--- src/rtl/bsg_mul_adapter_pkg.sv ---
// Shared definitions for the multiplier op adapter: op codes and controller states.
package bsg_mul_adapter_pkg;

  localparam logic [1:0] OP_MUL    = 2'd0;
  localparam logic [1:0] OP_MULH   = 2'd1;
  localparam logic [1:0] OP_MULHSU = 2'd2;
  localparam logic [1:0] OP_MULHU  = 2'd3;

  typedef enum logic [1:0] {
    MUL_OP_MUL    = OP_MUL,
    MUL_OP_MULH   = OP_MULH,
    MUL_OP_MULHSU = OP_MULHSU,
    MUL_OP_MULHU  = OP_MULHU
  } mul_op_e;

  typedef enum logic [2:0] {
    S_IDLE,
    S_ISSUE,
    S_WAIT,
    S_CORR,
    S_OUT
  } state_e;

endpackage

--- src/rtl/bsg_mul_op_adapter.sv ---
// Adapts RISC-V style MUL/MULH/MULHSU/MULHU requests onto a plain signed/unsigned
// iterative multiplier, one request in flight at a time.
module bsg_mul_op_adapter
  import bsg_mul_adapter_pkg::*;
#(
  parameter int width_p     = 64,
  parameter int tag_width_p = 4
) (
  input  logic                   clk_i,
  input  logic                   reset_n_i,

  input  logic                   v_i,
  output logic                   ready_o,
  input  logic [1:0]             op_i,
  input  logic [width_p-1:0]     opA_i,
  input  logic [width_p-1:0]     opB_i,
  input  logic [tag_width_p-1:0] tag_i,

  output logic                   v_o,
  output logic [width_p-1:0]     data_o,
  output logic [tag_width_p-1:0] tag_o,
  input  logic                   yumi_i,

  input  logic                   mul_ready_i,
  output logic                   mul_v_o,
  output logic [width_p-1:0]     mul_opA_o,
  output logic [width_p-1:0]     mul_opB_o,
  output logic                   mul_signed_o,

  input  logic                   mul_v_i,
  input  logic [2*width_p-1:0]   mul_result_i,
  output logic                   mul_yumi_o
);

  state_e                 state_q, state_d;
  logic [1:0]             op_q, op_d;
  logic [width_p-1:0]     opa_q, opa_d;
  logic [width_p-1:0]     opb_q, opb_d;
  logic [tag_width_p-1:0] tag_q, tag_d;
  logic [width_p-1:0]     result_q, result_d;

  // NOTE: the datapath registers are reset too, because data_o, tag_o and the
  // multiplier operands must read as zero while reset is held.
  always_ff @(posedge clk_i or negedge reset_n_i) begin
    if (!reset_n_i) begin
      state_q  <= S_IDLE;
      op_q     <= '0;
      opa_q    <= '0;
      opb_q    <= '0;
      tag_q    <= '0;
      result_q <= '0;
    end else begin
      // NOTE: non-blocking assignments so every register samples pre-edge values.
      state_q  <= state_d;
      op_q     <= op_d;
      opa_q    <= opa_d;
      opb_q    <= opb_d;
      tag_q    <= tag_d;
      result_q <= result_d;
    end
  end

  always_comb begin
    // NOTE: every output and next-state signal gets a default first, so no path infers a latch.
    state_d    = state_q;
    op_d       = op_q;
    opa_d      = opa_q;
    opb_d      = opb_q;
    tag_d      = tag_q;
    result_d   = result_q;
    ready_o    = 1'b0;
    mul_v_o    = 1'b0;
    mul_yumi_o = 1'b0;
    v_o        = 1'b0;

    unique case (state_q)
      S_IDLE: begin
        ready_o = 1'b1;
        if (v_i) begin
          op_d    = op_i;
          opa_d   = opA_i;
          opb_d   = opB_i;
          tag_d   = tag_i;
          state_d = S_ISSUE;
        end
      end
      S_ISSUE: begin
        mul_v_o = 1'b1;
        if (mul_ready_i) state_d = S_WAIT;
      end
      S_WAIT: begin
        mul_yumi_o = mul_v_i;
        if (mul_v_i) begin
          result_d = (op_q == OP_MUL) ? mul_result_i[width_p-1:0]
                                      : mul_result_i[2*width_p-1:width_p];
          state_d  = (op_q == OP_MULHSU) ? S_CORR : S_OUT;
        end
      end
      S_CORR: begin
        // The multiplier ran unsigned; a negative A contributed +2^w*B too much,
        // which is exactly B in the high half.
        result_d = result_q - (opa_q[width_p-1] ? opb_q : '0);
        state_d  = S_OUT;
      end
      S_OUT: begin
        v_o = 1'b1;
        if (yumi_i) state_d = S_IDLE;
      end
      default: state_d = S_IDLE;
    endcase
  end

  assign mul_opA_o    = opa_q;
  assign mul_opB_o    = opb_q;
  assign mul_signed_o = (op_q == OP_MULH);
  assign data_o       = result_q;
  assign tag_o        = tag_q;

endmodule

--- config.mk ---
export PLATFORM = sky130hd
export DESIGN_NAME = bsg_mul_op_adapter
export DESIGN_NICKNAME = d
export VERILOG_FILES = /design/src/rtl/bsg_mul_adapter_pkg.sv /design/src/rtl/bsg_mul_op_adapter.sv
export SDC_FILE = /design/constraint.sdc
export NUM_CORES = 1
export LEC_CHECK = 0
export ABC_CLOCK_PERIOD_IN_PS = 10800
export BUFFER_PORTS_ARGS = -buffer_cell sky130_fd_sc_hd__buf_2
export CAP_MARGIN = 20
export CORE_UTILIZATION = 40
export DETAILED_ROUTE_END_ITERATION = 12
export PLACE_DENSITY = 0.74
export SLEW_MARGIN = 20
export SYNTH_ARGS = -nofsm -noshare
export SYNTH_HDL_FRONTEND = slang
export SYNTH_SLANG_ARGS = --single-unit
--- constraint.sdc ---
create_clock -name clk_i -period 10.8 [get_ports clk_i]
set_clock_uncertainty 0.1 [all_clocks]
set_input_delay 0 -clock clk_i [delete_from_list [all_inputs] [get_ports clk_i]]
set_output_delay 0 -clock clk_i [all_outputs]
set_load 0.02 [all_outputs]
==> reports/results.tsv <==
stage	metric	value	unit
worst_setup_path	CP max FO	66	
power	Psw	3520	uW
logic_synthesis	synth warn	0	
worst_setup_path	worst path bufs/invs	1	
die	die area	0.0325	mm2
worst_hold_path	Worst Min Path Start	mul_result_i[127]	
logic_synthesis	Netlist cell types	74	
die	Rows	64	
power	clock power share	11.4	%
place	Final GP Congestion	0.939	
logic_synthesis	Cells after Synth	1357	
sta	RSZ-0062 raised after global routing	false	
clocking	total CTS buffers	25	
route	Routed Antenna Nets	0	
logic_synthesis	FFs w/ async S/R, synth	100	%
sta	Pins Over Slew Limit	0	
die	Initial Utilization	41.1	%
clocking	H-tree depth	1	
worst_setup_path	reg2reg start	mul_opA_o[63]	
place	port bufs	468	
layout	storage element area	0.00504	mm2
route	DRT iter0 DRCs	987	
layout	share of post-route cells with drive strength above 1	32.9	%
clocking	clock insertion delay at the later pin of the skew report	0.56	ns
logic_synthesis	post-synthesis xor/xnor area fraction	4.06	%
worst_setup_path	Reg2Reg Setup Slack	6.47	ns
logic_synthesis	Syn Nets	1695	
route	WL final	48.5	mm
place	placed standard-cell area	0.0153	mm2
worst_setup_path	critical path's top delay family	compound AO/OA/AOI/OAI gates	
worst_setup_path	Crit. End Element	flop	
sta	Worst slew margin	31.5	%
worst_setup_path	crit-path cells	buf_4, nand2_1, ha_1, nor2b_1, o21ai_0, o21ai_2, a311oi_4, o211ai_1, a21oi_1, o21ai_2, a41oi_2, o21ai_0, a211o_1	
power	Reg power frac	22.6	%
worst_setup_path	Largest stage delay, worst path	0.53	ns
sta	Slew @ Worst Pin	1.03	ns
grt	initial antenna violation count	1	
route	via/cell ratio	5.61	
clocking	CTS resizes	0	
layout	Layout fillers	2453	
route	average wire per standard cell	19.8	um
clocking	CTS tree	done	
logic_synthesis	sequential share of the synthesized area	39.6	%
worst_setup_path	Worst Path Arrival	4.65	ns
grt	largest net degree at the start of global routing	86	
layout	final core occ	60.7	%
logic_synthesis	number of synthesized flops with an enable pin	0	
grt	total gr overflow	0	
sta	final setup vio count	0	
grt	first-pass GRT wire length	76.2	mm
layout	layout net count	2377	
grt	total global-route track usage	28.9	%
grt	vias in the first global route	14300	
power	leakage	0.00828	uW
die	Die X	180	um
worst_setup_path	worst path required time	11.12	ns
logic_synthesis	largest family of logic cells by synthesized area	compound AO/OA/AOI/OAI gates	
power	Pint	3480	uW
logic_synthesis	mux share of post-synthesis cell area	12.0	%
logic_synthesis	ys flop type	dfrtp_1	
die	Core Box Area	0.0309	mm2
logic_synthesis	Mapped Area	0.0127	mm2
route	Detailed Routing Iterations Pass 1	5	
place	worst slack at placement	6.57	ns
die	total I/O pin count	469	
clocking	clk root buf	clkbuf_16	
sta	final worst path period share	40.1	%
sta	TNS Setup	0	ns
logic_synthesis	synthesized-area fraction occupied by adder cells	6.95	%
worst_setup_path	Startpoint Class	flop	
layout	multi-input logic area	0.00731	mm2
die	DIE HEIGHT	180	um
route	vias post-DR	13800	
sta	Final Hold Vio Count	0	
clocking	clk sink count	201	
flow_run	Max Cap Viol	0	
worst_setup_path	CP max-delay cell	buf_4	
clocking	Clock Tree Buf Depth	3	
power	Sw Ratio	50.2	%
place	DP Wirelength	32.0	mm
worst_setup_path	CP Launch Point	mul_opA_o[63]	
sta	Final min period	4.33	ns
logic_synthesis	Seq cells post-synth	201	
run_status	status	finished clean	
logic_synthesis	syn avg cell area	9.37	um2
sta	Final WS setup	6.47	ns
power	maximum VDD drop	0.182	mV
logic_synthesis	Synth Area in Simple Gates	13.6	%
sta	Fmax achieved	231	MHz
worst_setup_path	WS Path Type	flop to flop	
worst_hold_path	hold crit path type	primary input to flop	
logic_synthesis	Synth Area in Compound Gates	20.7	%
layout	Final Instance Area	0.0188	mm2
sta	worst hold margin	0.0351	ns
power	Power Density	373	mW/mm2
layout	Syn-to-layout area delta	47.7	%
route	DRC	0	
clocking	Clock Pin Slew Worst Setup and Hold Paths	0.06	ns
power	combinational power share	65.9	%
## Yosys cell counts (3+ instances only)
library cell / n / share of area (%)
o21bai_1: 10 / 0.59
a32oi_1: 3 / 0.21
o21a_1: 8 / 0.47
nand3_1: 74 / 2.9
nor3_1: 7 / 0.28
o2111ai_1: 3 / 0.21
nand2b_1: 10 / 0.49
o21ai_1: 5 / 0.20
inv_1: 13 / 0.38
nand4_1: 13 / 0.64
clkbuf_1: 84 / 2.5
a31oi_1: 8 / 0.39
buf_2: 3 / 0.12
nor2b_1: 10 / 0.49
xor2_1: 27 / 1.9
xnor2_1: 32 / 2.2
nor2_1: 40 / 1.2
or3_1: 3 / 0.15
ha_1: 69 / 6.8
a21o_1: 39 / 2.3
o211ai_1: 68 / 4.0
and2_1: 5 / 0.25
nor3b_1: 3 / 0.18
a21oi_1: 69 / 2.7
and3_1: 8 / 0.39
dfrtp_1: 201 / 40
o31ai_1: 4 / 0.24
a221o_1: 5 / 0.39
mux2_2: 135 / 12
nor4_1: 4 / 0.20
nand2_1: 182 / 5.4
o21ai_0: 155 / 6.1
## timing repair
action                                 4_1_cts  5_1_grt
hold buffers                               268        0
endpoints found under the hold margin      262        0
setup buffers                                0        0
## worst register-to-register path: cells and delay by family, from the launching register on
family                     cells  cell delay [ns]
and+or+nand+nor                2             0.41
DFF                            1             0.33
adders and majority gates      1             0.31
AOI/OAI and AO/OA              9             2.52
buffers and inverters          1             0.53
## logic make-up after synthesis
kind of cell               count (synthesis)
AOI/OAI and AO/OA                        412
xor gates and xnor gates                  59
adders and majority gates                 70
buffers and inverters                    103
DFF                                      201
muxes                                    136
and+or+nand+nor                          376
## final cells by class
cell class / count / area share (%)
multi-input combinational: 1053 / 38.9
tap: 396 / 2.64
clock inverter: 9 / 0.500
antenna: 1 / 0.0133
sequential: 201 / 26.8
clock buffer: 33 / 3.55
inverter: 13 / 0.260
timing repair buffer: 745 / 27.3
## final timing paths
path	to	cells after the start
max in group asynchronous	mul_opA_o[41]	5
max	data_o[63]	13
min in group asynchronous	mul_opA_o[1]	4
min reg2reg	mul_opA_o[46]	1
min	data_o[63]	6
max reg2reg	data_o[63]	13
## power groups by stage
stage               Clock, uW  Sequential (uW)  Combinational (uW)
global route              845             1640                5010
detailed placement          0             1570                4410
global placement            0             1550                4360
floorplan                   0             1870                2810
finish                    800             1590                4620
CTS                       813             1560                4550
## stage by stage
stage / cells / total power [uW]
global route: 2451 / 7490
detailed placement: 2140 / 5980
CTS: 2450 / 6920
global placement: 2140 / 5910
floorplan: 1357 / 4680
finish: 2451 / 7000
## layout by cell type, fill, tap and decap left out, types with 13 or more instances in the layout
| master | n |
|---|---|
| ha_1 | 69 |
| inv_1 | 13 |
| mux2_2 | 135 |
| nand2_1 | 182 |
| nand3_1 | 74 |
| xnor2_1 | 32 |
| xor2_1 | 27 |
| dlygate4sd3_1 | 267 |
| clkbuf_16 | 25 |
| o21ai_0 | 155 |
| a21oi_1 | 69 |
| dfrtp_1 | 198 |
| o211ai_1 | 68 |
| nand4_1 | 13 |
| a21o_1 | 39 |
| nor2_1 | 39 |
| buf_2 | 467 |
## metal layers
layer | global-route usage (%) | part of all wire, % | vias to the layer above
li1 | - | - | 6320
met3 | 5.76 | 7.1 | 192
met5 | 0 | 0 | -
met1 | 34.7 | 40 | 6592
met2 | 50.0 | 49 | 657
met4 | 12.6 | 4.7 | 0
## flip-flops by register name, summed over array words and instances, names as in the netlist
name       flops
state_q        3
mul_opA_o     64
tag_o          4
op_q           2
mul_opB_o     64
data_o        64
(Power assumes the default switching activity.)
